**config.mk**
```make
export PLATFORM = sky130hd
export DESIGN_NAME = iomem_arbiter
export DESIGN_NICKNAME = d
export VERILOG_FILES = /design/src/rtl/iomem_arbiter.sv
export SDC_FILE = /design/constraint.sdc
export NUM_CORES = 1
export LEC_CHECK = 0
export ABC_AREA = 0
export BUFFER_PORTS_ARGS = -buffer_cell sky130_fd_sc_hd__buf_2
export CAP_MARGIN = 20
export CORE_AREA = 2 2 123 125
export CTS_CLUSTER_SIZE = 30
export DETAILED_ROUTE_END_ITERATION = 10
export DIE_AREA = 0 0 125 127
export PLACE_DENSITY = 0.81
export SYNTH_ARGS = -nofsm -noshare
export SYNTH_HDL_FRONTEND = slang
export SYNTH_SLANG_ARGS = --single-unit
```
**constraint.sdc**
```tcl
create_clock -name clk -period 4.3 [get_ports clk]
set_input_delay 0.215 -clock clk [delete_from_list [all_inputs] [get_ports clk]]
set_output_delay 0.215 -clock clk [all_outputs]
set_load 0.01 [all_outputs]
```
**src/rtl/iomem_arbiter.sv**
```systemverilog
// iomem_arbiter
//   Two-master, one-slave arbiter for a valid/ready memory bus.
//   Round-robin grant, registered slave request held stable while BUSY,
//   bounded slave wait with an error-data completion on timeout.
//
// Ports
//   clk                     rising-edge clock
//   resetn                  asynchronous active-low reset
//   m0_*/m1_*               master request (valid/addr/wdata/wstrb) and
//                           response (rdata/ready pulse)
//   s_valid/s_addr/s_wdata/s_wstrb   shared-slave request (registered)
//   s_rdata/s_ready         shared-slave response
//   timeout                 one-cycle pulse when a transfer is aborted
//   err_count               saturating count of timeouts
module iomem_arbiter #(
  parameter int unsigned TIMEOUT  = 255,
  parameter logic [31:0] ERR_DATA = 32'hDEADBEEF
) (
  input  logic        clk,
  input  logic        resetn,
  input  logic        m0_valid,
  input  logic [31:0] m0_addr,
  input  logic [31:0] m0_wdata,
  input  logic [3:0]  m0_wstrb,
  output logic [31:0] m0_rdata,
  output logic        m0_ready,
  input  logic        m1_valid,
  input  logic [31:0] m1_addr,
  input  logic [31:0] m1_wdata,
  input  logic [3:0]  m1_wstrb,
  output logic [31:0] m1_rdata,
  output logic        m1_ready,
  output logic        s_valid,
  output logic [31:0] s_addr,
  output logic [31:0] s_wdata,
  output logic [3:0]  s_wstrb,
  input  logic [31:0] s_rdata,
  input  logic        s_ready,
  output logic        timeout,
  output logic [7:0]  err_count
);

  typedef enum logic [1:0] {
    IDLE = 2'd0,
    BUSY = 2'd1,
    RESP = 2'd2
  } state_t;

  localparam logic [7:0] WAIT_LAST = 8'(TIMEOUT - 1);

  state_t     state;
  logic       grant;       // master owning the current transfer
  logic       last_grant;  // master granted most recently
  logic [7:0] wait_cnt;
  logic       pick;

  // Contention goes to the master not served last; a lone requester wins.
  always_comb begin
    pick = 1'b0;
    if (m0_valid && m1_valid) pick = ~last_grant;
    else if (m1_valid)        pick = 1'b1;
  end

  always_ff @(posedge clk or negedge resetn) begin
    if (!resetn) begin
      state      <= IDLE;
      grant      <= 1'b0;
      last_grant <= 1'b1;
      wait_cnt   <= '0;
      s_valid    <= 1'b0;
      s_addr     <= '0;
      s_wdata    <= '0;
      s_wstrb    <= '0;
      m0_rdata   <= '0;
      m1_rdata   <= '0;
      m0_ready   <= 1'b0;
      m1_ready   <= 1'b0;
      timeout    <= 1'b0;
      err_count  <= '0;
    end else begin
      m0_ready <= 1'b0;
      m1_ready <= 1'b0;
      timeout  <= 1'b0;
      case (state)
        IDLE: begin
          if (m0_valid || m1_valid) begin
            grant      <= pick;
            last_grant <= pick;
            s_valid    <= 1'b1;
            s_addr     <= pick ? m1_addr  : m0_addr;
            s_wdata    <= pick ? m1_wdata : m0_wdata;
            s_wstrb    <= pick ? m1_wstrb : m0_wstrb;
            wait_cnt   <= '0;
            state      <= BUSY;
          end
        end
        BUSY: begin
          // A response on the final wait cycle still counts as a normal completion.
          if (s_ready) begin
            if (grant) m1_rdata <= s_rdata;
            else       m0_rdata <= s_rdata;
            m0_ready <= ~grant;
            m1_ready <= grant;
            s_valid  <= 1'b0;
            state    <= RESP;
          end else if (wait_cnt == WAIT_LAST) begin
            if (grant) m1_rdata <= ERR_DATA;
            else       m0_rdata <= ERR_DATA;
            m0_ready <= ~grant;
            m1_ready <= grant;
            timeout  <= 1'b1;
            if (err_count != 8'hFF) err_count <= err_count + 8'd1;
            s_valid  <= 1'b0;
            state    <= RESP;
          end else begin
            wait_cnt <= wait_cnt + 8'd1;
          end
        end
        RESP:    state <= IDLE;
        default: state <= IDLE;
      endcase
    end
  end

endmodule

```
==> flow_metrics.tcl <==
set metrics [dict create \
    p_int_mw 3.99 \
    ios 317 \
    rsz0062_at_grt "no" \
    skew_ps 7.20 \
    syn2layout_area_growth_pct 33.9 \
    track_usage 0.225 \
    fp.dieArea_um2 15900 \
    netlist_instances 584 \
    slew_headroom 0.380 \
    netlist_area_um2 6700 \
    clockBufferDepth 2 \
    die_y_um 127 \
    drv_slew 0 \
    postCtsSetupBuffers 0 \
    cp_slowest_cell "clkinv_1" \
    coreArea_um2 14400 \
    fin_area_um2 8970 \
    ys_seq_elements 156 \
    tns_ps 0 \
    synth_nets 760 \
    powerDensity_nw_per_um2 704 \
    hold_violations 0 \
    cts_tree "done" \
    clk_latency_ps 420 \
    fin_nets 1061 \
    slowest_delay_ps 630 \
    endpoint_kind "register" \
    tightest_slew_ps 927 \
    drt_iter0_drc 279 \
    antenna_found_initial 1 \
    cts_num_sinks 156 \
    final.period_utilization 0.559 \
    place_area_um2 8390 \
    pwr-share-comb 0.380 \
    final_util 0.622 \
    pwr-share-seq 0.392 \
    drive_above_1_share 0.430 \
    die_x_um 125 \
    synth_edf_count 0 \
    ys_types 45 \
    vias 5631 \
    fillers 1224 \
    cts_root_buf "clkbuf_16" \
    avgRoutedWirePerCell_um 16.5 \
    viasPerCell 5.20 \
    cts_buffers 17 \
    ys_warn_count 0 \
    grt_overflow_total 0 \
    worstSetupPathType "reg2reg" \
    clk_pin_slew_ps 60 \
    start_util 0.464 \
    drtPass1Iterations 5 \
    yosysMostFrequentCell "dfrtp_1" \
    setup_viol 0 \
    ys_top_cells_by_count "155 x dfrtp_1, 82 x nand2_1, 73 x o21ai_0, 68 x mux2i_1, 29 x clkbuf_1" \
    htreeDepth 4 \
    place_hpwl_mm 13.4 \
    route.detailed.drc 0 \
    period_needed_ps 2410 \
    worstSetupStartpointType "register" \
    power_frac_clock 0.228 \
    path_cells "inv_1 > ha_1 > and3_1 > a21o_1 > nand3_2 > clkinv_1 > a2bb2oi_1" \
    preCtsSetupSlack_ps 1920 \
    worst-path-max-fanout 25 \
    maxCapViolCount 0 \
    yosys.area.top_type "dfrtp_1" \
    cp.required_ps 4550 \
    status "complete, no violations" \
    synth_area_leaders "dfrtp_1 58%, mux2i_1 10%, o21ai_0 5.5%, nand2_1 4.6%, a2bb2oi_1 3.1%" \
    fmax_mhz 416 \
    swShare 0.367 \
    grt_pass1_vias 5382 \
    holdWs_ps 51.5 \
    hold_class "in2reg" \
    leakage_nw 4.53 \
    ant_nets 0 \
    grt_pass1_wl_mm 28.0 \
    synthFlopType "dfrtp_1" \
    routabilityCongestion 0.842 \
    rows 44 \
    avgSynthCellArea_um2 11.5 \
    yosys.area.top_type_share 0.579 \
    p_sw_mw 2.32 \
    grt_max_degree 74 \
    ir_drop_mv 0.325 \
    worst_slack_ps 1890 \
    async_reset_ff_frac 1.00 \
    cp.arrival_ps 2660 \
    numPortBuffers 316 \
    seq_area_frac_synth 0.583 \
    wirelength_mm 17.9 \
]
[per-stage QoR]
stage | instances | power [mW]
2_1_floorplan | 584 | 3.85
3_3_place_gp | 1049 | 4.84
3_5_place_dp | 1049 | 4.92
4_1_cts | 1081 | 6.38
5_1_grt | 1081 | 6.73
6_report | 1082 | 6.31
[cell families after synthesis]
family | after synthesis | synth area share
multiplexers | 72 | 0.108
AND/OR/NAND/NOR | 143 | 0.0927
flip-flops | 156 | 0.583
adder cells (fa/ha/maj) | 3 | 0.00560
AO/OA/AOI/OAI | 158 | 0.170
buffers and inverters | 48 | 0.0351
XOR/XNOR | 4 | 0.00523
[critical path: cells and delay by family, from the launching register on]
kind / cells / cell delay, ps
AND/OR/NAND/NOR: 2 / 390
flip-flops: 1 / 430
buffers and inverters: 2 / 700
adder cells (fa/ha/maj): 1 / 190
AO/OA/AOI/OAI: 2 / 530
[routing by layer]
metal | GRT usage | routed length, µm | up-vias
met5 | 0 | 0 | -
met4 | 0.0941 | 549 | 0
met3 | 0.0624 | 1240 | 37
met2 | 0.364 | 8830 | 235
met1 | 0.286 | 7250 | 2642
li1 | - | - | 2717
[state kept, by name, summed over array words and instances, names as in the netlist]
register and flops:
m0_rdata 32, m1_rdata 32, s_addr 32, s_wdata 32, err_count 8, wait_cnt 8
s_wstrb 4, state 2, grant 1, last_grant 1, m0_ready 1, m1_ready 1
s_valid 1, timeout 1
[cell usage in the layout (no fill, tap or decap), drive strengths merged, types with 2 or more instances in the layout]
cell type,n
clkinvlp,4
o21a,3
a21boi,2
nand2,82
nand4,3
mux2i,68
ha,3
nor2,27
clkbuf,21
inv,4
nand3,10
a21oi,6
nand2b,2
a2bb2oi,24
a211o,3
o21ai,73
a32o,8
xnor2,3
buf,324
o2bb2ai,8
nor3,2
clkinv,5
a31oi,4
and2,4
and3,9
mux2,4
bufinv,2
o32a,24
dfrtp,155
[power by group through the flow]
stage	combinational (mW)	clock (mW)	sequential, mW
after floorplan	1.10	0	2.75
after global placement	2.37	0	2.47
after detailed placement	2.44	0	2.48
after CTS	2.44	1.47	2.47
after global routing	2.63	1.54	2.55
final	2.40	1.44	2.47
[area by class of cell]
| type | instances | area, µm² | share of cell area |
|---|---|---|---|
| tap | 184 | 230 | 0.0257 |
| clock inverter | 10 | 118 | 0.0131 |
| multi-input combinational | 380 | 2580 | 0.288 |
| clock buffer | 21 | 450 | 0.0502 |
| timing repair buffer | 325 | 1660 | 0.185 |
| antenna | 1 | 2.50 | 0.000279 |
| sequential | 156 | 3910 | 0.436 |
| inverter | 5 | 23.8 | 0.00265 |
[worst paths after layout]
path	from	end	slack (ps)	cells past startpoint
hold / removal	m0_valid	last_grant$_DFFE_PN1P_	50	2
setup / recovery	wait_cnt[0]$_DFFE_PN0P_	m1_rdata[16]$_DFFE_PN0P_	1890	7
max in group asynchronous	resetn	grant$_DFFE_PN0P_	2880	3
setup reg to reg	wait_cnt[0]$_DFFE_PN0P_	m1_rdata[16]$_DFFE_PN0P_	1890	7
min in group asynchronous	resetn	m0_rdata[8]$_DFFE_PN0P_	370	2
hold reg to reg	s_addr[19]$_DFFE_PN0P_	s_addr[19]$_DFFE_PN0P_	470	2
[timing repair]
item	in CTS	in global routing
resized for setup	0	0
endpoints found under the hold margin	70	0
hold buffers	1	0
Note: power is estimated with default switching activity, not from simulation.
